<file path="src/rtl/lsu_pkg.sv">
// Shared types and lane helpers for the data RAM load/store unit.
// Byte lanes are little-endian: offset 0 selects bits [7:0].
package lsu_pkg;

    typedef enum logic [1:0] {
        SZ_B   = 2'd0,
        SZ_H   = 2'd1,
        SZ_W   = 2'd2,
        SZ_RSV = 2'd3
    } size_e;

    typedef enum logic [1:0] {
        IDLE,
        RD,
        WR,
        RESP
    } state_e;

    localparam int unsigned LANE_BYTES = 4;

    // The reserved encoding behaves as a full word everywhere downstream.
    function automatic size_e norm_size(input logic [1:0] raw);
        return (raw == 2'd3) ? SZ_W : size_e'(raw);
    endfunction

    function automatic logic misaligned(input size_e sz, input logic [1:0] off);
        case (sz)
            SZ_B:    return 1'b0;
            SZ_H:    return off[0];
            default: return off != 2'b00;
        endcase
    endfunction

    function automatic logic [1:0] align_off(input size_e sz, input logic [1:0] off);
        case (sz)
            SZ_B:    return off;
            SZ_H:    return {off[1], 1'b0};
            default: return 2'b00;
        endcase
    endfunction

    function automatic logic [31:0] lane_mask(input size_e sz, input logic [1:0] off);
        logic [31:0] m;
        case (sz)
            SZ_B:    m = 32'h0000_00FF;
            SZ_H:    m = 32'h0000_FFFF;
            default: m = '1;
        endcase
        return m << {off, 3'b000};
    endfunction

    function automatic logic [31:0] lane_extract(input logic [31:0] w, input logic [1:0] off,
                                                 input size_e sz, input logic sgn);
        logic [31:0] sh;
        sh = w >> {off, 3'b000};
        case (sz)
            SZ_B:    return {{24{sgn & sh[7]}}, sh[7:0]};
            SZ_H:    return {{16{sgn & sh[15]}}, sh[15:0]};
            default: return w;
        endcase
    endfunction

endpackage

</file>
<file path="src/rtl/lsu_byte_lane.sv">
// Combinational lane logic: extract/extend a loaded sub-word and merge
// store data into the previously read word.
module lsu_byte_lane
    import lsu_pkg::*;
(
    input  logic [31:0] rd_word,
    input  logic [31:0] old_word,
    input  logic [31:0] wdata,
    input  logic [1:0]  off,
    input  size_e       size,
    input  logic        sgn,
    output logic [31:0] load_data,
    output logic [31:0] merge_data
);

    logic [31:0] mask;
    logic [31:0] wshift;

    always_comb begin
        mask       = lane_mask(size, off);
        wshift     = wdata << {off, 3'b000};
        load_data  = lane_extract(rd_word, off, size, sgn);
        merge_data = (old_word & ~mask) | (wshift & mask);
    end

endmodule

</file>
<file path="src/rtl/data_ram_lsu.sv">
// Load/store initiator for the byte-enable-less data RAM; sub-word stores use read-modify-write.
// Define LSU_MISALIGN_TRAP_EN to report misaligned accesses instead of aligning them down.
module data_ram_lsu
    import lsu_pkg::*;
#(
    parameter int unsigned ADDR_WIDTH = 15,
    parameter int unsigned DATA_WIDTH = 32
) (
    input  logic                  clk,
    input  logic                  resetn,
    input  logic                  req_valid,
    output logic                  req_ready,
    input  logic                  req_we,
    input  logic [1:0]            req_size,
    input  logic                  req_signed,
    input  logic [31:0]           req_addr,
    input  logic [DATA_WIDTH-1:0] req_wdata,
    output logic                  rsp_valid,
    input  logic                  rsp_ready,
    output logic [DATA_WIDTH-1:0] rsp_rdata,
    output logic                  rsp_err,
    output logic [ADDR_WIDTH-1:0] ram_a,
    output logic [DATA_WIDTH-1:0] ram_d,
    output logic                  ram_we,
    input  logic [DATA_WIDTH-1:0] ram_spo
);

    state_e                state, state_nx;
    logic [ADDR_WIDTH-1:0] wa_q;
    logic [1:0]            off_q;
    size_e                 size_q;
    logic                  sgn_q, we_q, err_q;
    logic [DATA_WIDTH-1:0] wdata_q, old_q, rdata_q;
    logic [DATA_WIDTH-1:0] load_data, merge_data;

    logic  accept, req_err;
    size_e size_in;
    logic  unused_addr_hi;

    assign size_in        = norm_size(req_size);
    assign accept         = req_valid & req_ready;
    assign unused_addr_hi = ^req_addr[31:ADDR_WIDTH+2];

`ifdef LSU_MISALIGN_TRAP_EN
    assign req_err = misaligned(size_in, req_addr[1:0]);
`else
    assign req_err = 1'b0;
`endif

    always_ff @(posedge clk or negedge resetn) begin
        if (!resetn) state <= IDLE;
        else         state <= state_nx;
    end

    always_comb begin
        state_nx = state;
        case (state)
            IDLE: if (accept) begin
                if (req_err)                        state_nx = RESP;
                else if (req_we && size_in == SZ_W) state_nx = WR;
                else                                state_nx = RD;
            end
            RD:      state_nx = we_q ? WR : RESP;
            WR:      state_nx = RESP;
            RESP:    if (rsp_ready) state_nx = IDLE;
            default: state_nx = IDLE;
        endcase
    end

    // Offset is aligned at accept time; for trapped requests it is never used.
    always_ff @(posedge clk or negedge resetn) begin
        if (!resetn) begin
            wa_q    <= '0;
            off_q   <= '0;
            size_q  <= SZ_B;
            sgn_q   <= 1'b0;
            we_q    <= 1'b0;
            wdata_q <= '0;
            old_q   <= '0;
            rdata_q <= '0;
            err_q   <= 1'b0;
        end else if (accept) begin
            wa_q    <= req_addr[ADDR_WIDTH+1:2];
            off_q   <= align_off(size_in, req_addr[1:0]);
            size_q  <= size_in;
            sgn_q   <= req_signed;
            we_q    <= req_we;
            wdata_q <= req_wdata;
            rdata_q <= '0;
            err_q   <= req_err;
        end else if (state == RD) begin
            if (we_q) old_q   <= ram_spo;
            else      rdata_q <= load_data;
        end
    end

    lsu_byte_lane u_lane (
        .rd_word    (ram_spo),
        .old_word   (old_q),
        .wdata      (wdata_q),
        .off        (off_q),
        .size       (size_q),
        .sgn        (sgn_q),
        .load_data  (load_data),
        .merge_data (merge_data)
    );

    always_comb begin
        req_ready = (state == IDLE);
        rsp_valid = (state == RESP);
        rsp_rdata = rdata_q;
        rsp_err   = err_q;
        ram_a     = wa_q;
        ram_we    = (state == WR);
        ram_d     = '0;
        if (state == WR) ram_d = (size_q == SZ_W) ? wdata_q : merge_data;
    end

endmodule

</file>
<file path="config.mk">
export PLATFORM = sky130hd
export DESIGN_NAME = data_ram_lsu
export DESIGN_NICKNAME = d
export VERILOG_FILES = /design/src/rtl/lsu_pkg.sv /design/src/rtl/lsu_byte_lane.sv /design/src/rtl/data_ram_lsu.sv
export SDC_FILE = /design/constraint.sdc
export NUM_CORES = 1
export LEC_CHECK = 0
export CORE_ASPECT_RATIO = 0.7
export CORE_MARGIN = 4
export CORE_UTILIZATION = 44
export CTS_BUF_LIST = sky130_fd_sc_hd__clkbuf_8
export DETAILED_ROUTE_END_ITERATION = 6
export PLACE_DENSITY = 0.78
export SLEW_MARGIN = 15
export SYNTH_ARGS = -nofsm -noshare
export SYNTH_HDL_FRONTEND = slang
export SYNTH_SLANG_ARGS = --single-unit
</file>
<file path="constraint.sdc">
create_clock -name clk -period 1.9 [get_ports clk]
set_input_delay 0.38 -clock clk [delete_from_list [all_inputs] [get_ports clk]]
set_output_delay 0.38 -clock clk [all_outputs]
set_load 0.01 [all_outputs]
</file>
==> run summary, run 1 <==
Among all cell types in the netlist, the one instantiated most often is sky130_fd_sc_hd__dfrtp_1. The number of fillers in the final layout is 957. The total number of clock tree sinks is approximately 120. The maximum count of clock buffers along a single path came out at 2. The kind of cell with the highest combined delay along the critical path is flip-flops. Dividing the detail-routed wire length by the instance count gives around 23 um. After the flow finishes, the layout carries non-filler instances totaling about 1000. The time the final worst path needs with I/O delays and setup is 2410 ps.

The top achievable clock speed is 414 MHz. The chip height is 108 um. Clock-pin slew was measured on the worst setup and hold paths at ~80 ps. The area share of the largest cell type after synthesis is 0.470. In this run, distinct cell masters in the synthesized netlist total 46. The sequential fraction of the synthesis area came out at 0.470. The number of buffer and inverter instances along the worst setup path came out at 3. The class of the worst hold path is in -> async. The CTS buffer count is 17. For the final database, setup skew stands at roughly 9 ps.

The largest single stage delay on the critical path is 480 ps. The final count of hold timing violations was 0. The area of the multi-input gates came out at 0.00337 mm^2. The end-of-flow core utilization is 0.714. The Yosys step of the flow raised 0 warnings. The worst-path cell with the longest stage delay is sky130_fd_sc_hd__dfrtp_2. For this run, asynchronously set or reset flops after synthesis account for 1.00. The first global-routing pass estimated 35500 um of wire.

The commonest register cell after synthesis is sky130_fd_sc_hd__dfrtp_1. The number of top-level pins came out at between 150 and 200. The number of DRC markers in iteration 0 is 700. The initial antenna violation count came out at 0. The core region is roughly 0.014 mm^2. The checks that failed: setup timing. For the worst setup path, the data arrival time is approximately 2000 ps. The worst setup slack after layout is -515 ps.

At the end of routability-driven placement, the weighted congestion stood at 0.907. Summed over all instances, the cell type with the most area after synthesis is sky130_fd_sc_hd__dfrtp_1. The average footprint of a synthesized cell is around 11 um^2. The die boundary width came out at 151 um. The final wirelength is about 24000 um.

Of the cells placed in the final design, the portion with a size suffix greater than 1 is 0.344. TritonCTS built the clock tree. The combined area of all synthesized cells is 0.00633 mm^2. In the routed layout, each cell is associated on average with a via count of 5.87. The number of max-slew violations in the final report came out at 0. The global-route usage over all layers came out at 0.288. The row count is 36. Yosys mapped a number of flops with a built-in enable equal to 0. Before CTS, the worst setup slack after placement is -411 ps.

The cell area power density is 1900 mW/mm^2. The pre-antenna-repair detailed-routing pass consisted of 6 iterations. For flop-to-flop paths, the worst setup slack is -260 ps. The area taken by flip-flops and latches came out at 0.00298 mm^2. The H-tree was split into 4 levels. Max-cap violations in this run came to 0. The clock reaches the later pin of the worst-skew pair after ~460 ps. Setup violations remaining at the end of the flow were counted as 56. For this run the aggregate overflow at the end of global routing stands at 0. The residual antenna-violating net count after detailed routing is 0. The final clock period utilization by the worst path came out at 1.27.

At the pin with the least slew margin, the transition time is around 600 ps. The number of nets in the synthesized netlist came out at 669. The leakage dissipation is between 4 and 5 nW. The critical path goes through buf_6 > o21a_1 > nor2_4 > buf_4 > mux2i_1 > a21oi_1 > buf_2. Entering global routing, the biggest net connects 38 pins.

The number of nets in the finished design is 947. The worst slew slack as a fraction of its limit came out at 0.603. The worst supply voltage drop on vdd came out at 0.923 mV. The critical path in this run is classified as reg -> out. The tightest hold path in the finished design has a slack of 450 ps. The post-synthesis sequential element count is 119. After synthesis, the cell types taking the most area are sky130_fd_sc_hd__dfrtp_1 (47%), sky130_fd_sc_hd__mux2_1 (11%), sky130_fd_sc_hd__mux2i_1 (4.1%). The antenna cell count came out at 0. The cell sitting at the root of the clock tree is a sky130_fd_sc_hd__clkbuf_8. The number of placed instances, taps included came out at 981.

The quantity of I/O buffers inserted on ports is 170. The data required time at the worst endpoint is 1520 ps. The final route contains 6111 vias. Synthesis produced 560 cells. The number of global-route vias before repair came out at 6181.

The detailed-placement wirelength estimate is 17100 um. The worst setup path is captured at a primary output. Setup repair after global routing could not meet its margin everywhere. The area overhead of the layout relative to synthesis is 58.0%. The initial standard-cell utilization of the core came out at 0.452. The largest fanout on the critical path came out at 6. Sorting the synthesized cells by how often they occur yields sky130_fd_sc_hd__dfrtp_1 (119), sky130_fd_sc_hd__mux2_1 (62), sky130_fd_sc_hd__nand2_1 (52), sky130_fd_sc_hd__o21ai_1 (32), sky130_fd_sc_hd__a21oi_1 (31). The number of remaining DRC errors came out at 0. The critical path launch point type is a register. The flow ran to the end, but the final reports show violations. The floorplan step defined a die boundary enclosing 0.0164 mm^2.
==> sequential cells by signal, indices dropped and copies added, names as in the netlist <==
name and count:
off_q 2, old_q 32, ram_a 15, rsp_rdata 32, sgn_q 1, size_q 2, state 2, wdata_q 32
we_q 1
==> layout by cell type, fill, tap and decap left out, types with 23 or more instances in the layout <==
master                              n
sky130_fd_sc_hd__buf_2             31
sky130_fd_sc_hd__buf_4             96
sky130_fd_sc_hd__buf_6             23
sky130_fd_sc_hd__clkdlybuf4s50_1  134
sky130_fd_sc_hd__dfrtp_1          115
sky130_fd_sc_hd__mux2_1            62
sky130_fd_sc_hd__mux2i_1           24
sky130_fd_sc_hd__nand2_1           51
sky130_fd_sc_hd__o21ai_0           28
sky130_fd_sc_hd__o21ai_1           24
==> final cells by class <==
class / count / share of cell area
clock inverter: 14 / 0.0221
timing repair buffer: 305 / 0.291
inverter: 8 / 0.00350
sequential: 119 / 0.298
clock buffer: 18 / 0.0248
tap: 190 / 0.0238
multi-input combinational: 387 / 0.337
==> logic make-up (layout without fill, tap and decap cells) <==
logic type / after synthesis / after routing / synth area share
multiplexers: 117 / 117 / 0.221
buffers and inverters: 55 / 345 / 0.0413
AO/OA/AOI/OAI: 171 / 171 / 0.191
other: 1 / 1 / 0.000592
AND/OR/NAND/NOR: 92 / 93 / 0.0662
adder cells (fa/ha/maj): 5 / 5 / 0.00988
flip-flops: 119 / 119 / 0.470
==> layer usage <==
metal	vias up	global-route usage	routed length, um
li1	2639	-	-
met1	3032	0.411	10200
met2	394	0.439	10800
met3	46	0.0779	2750
met4	0	0.0666	435
met5	-	0	0
==> where the power goes <==
part	internal, mW	switching (mW)	leakage (nW)
combinational	5.94	5.45	2.75
clock	1.61	1.17	0.226
sequential	3.77	1.05	1.46
==> stage by stage <==
| stage | cell area [um^2] | power [mW] | setup TNS [ps] |
|---|---|---|---|
| 6_report | 10000 | 19.0 | -19010 |
| 4_1_cts | 9750 | 18.0 | -15630 |
| 3_5_place_dp | 8980 | 14.6 | -18980 |
| 3_3_place_gp | 8980 | 14.3 | -17790 |
| 5_1_grt | 10000 | 19.9 | -22440 |
| 2_1_floorplan | 6330 | 9.58 | 0 |
==> worst paths after layout <==
check | cells past startpoint | endpoint | start
worst max-delay path | 7 | ram_d[31] | off_q[0]$_DFFE_PN0P_
worst min-delay path | 2 | rsp_rdata[18]$_DFFE_PN0P_ | resetn
worst max register to register | 7 | rsp_rdata[13]$_DFFE_PN0P_ | off_q[1]$_DFFE_PN0P_
worst min register to register | 2 | rsp_rdata[6]$_DFFE_PN0P_ | rsp_rdata[6]$_DFFE_PN0P_
max in group asynchronous | 3 | old_q[14]$_DFFE_PN0P_ | resetn
min in group clk | 2 | rsp_rdata[6]$_DFFE_PN0P_ | rsp_rdata[6]$_DFFE_PN0P_
==> worst register-to-register path, cell delays in order, from the launching register on <==
cell	delay (ps)
sky130_fd_sc_hd__dfrtp_2	440
sky130_fd_sc_hd__buf_12	150
sky130_fd_sc_hd__buf_8	120
sky130_fd_sc_hd__buf_6	100
sky130_fd_sc_hd__mux4_2	530
sky130_fd_sc_hd__a31o_4	330
sky130_fd_sc_hd__a221oi_4	240
sky130_fd_sc_hd__o21ai_1	120
==> repair_timing <==
action,CTS,global route
buffers inserted,14,14
cloned,1,5
endpoints found under the hold margin,33,0
pin swaps,37,38
gates resized for setup,202,38
hold buffers,1,0
endpoints found under the setup margin,61,74
No activity file was read; power rests on OpenSTA's default activity.
==> inputs of run 2 (changes only) <==
- ABC_CLOCK_PERIOD_IN_PS: default -> 1900
==> results of run 2 <==
Final layout, timing and power as in run 1 (identical DEF).
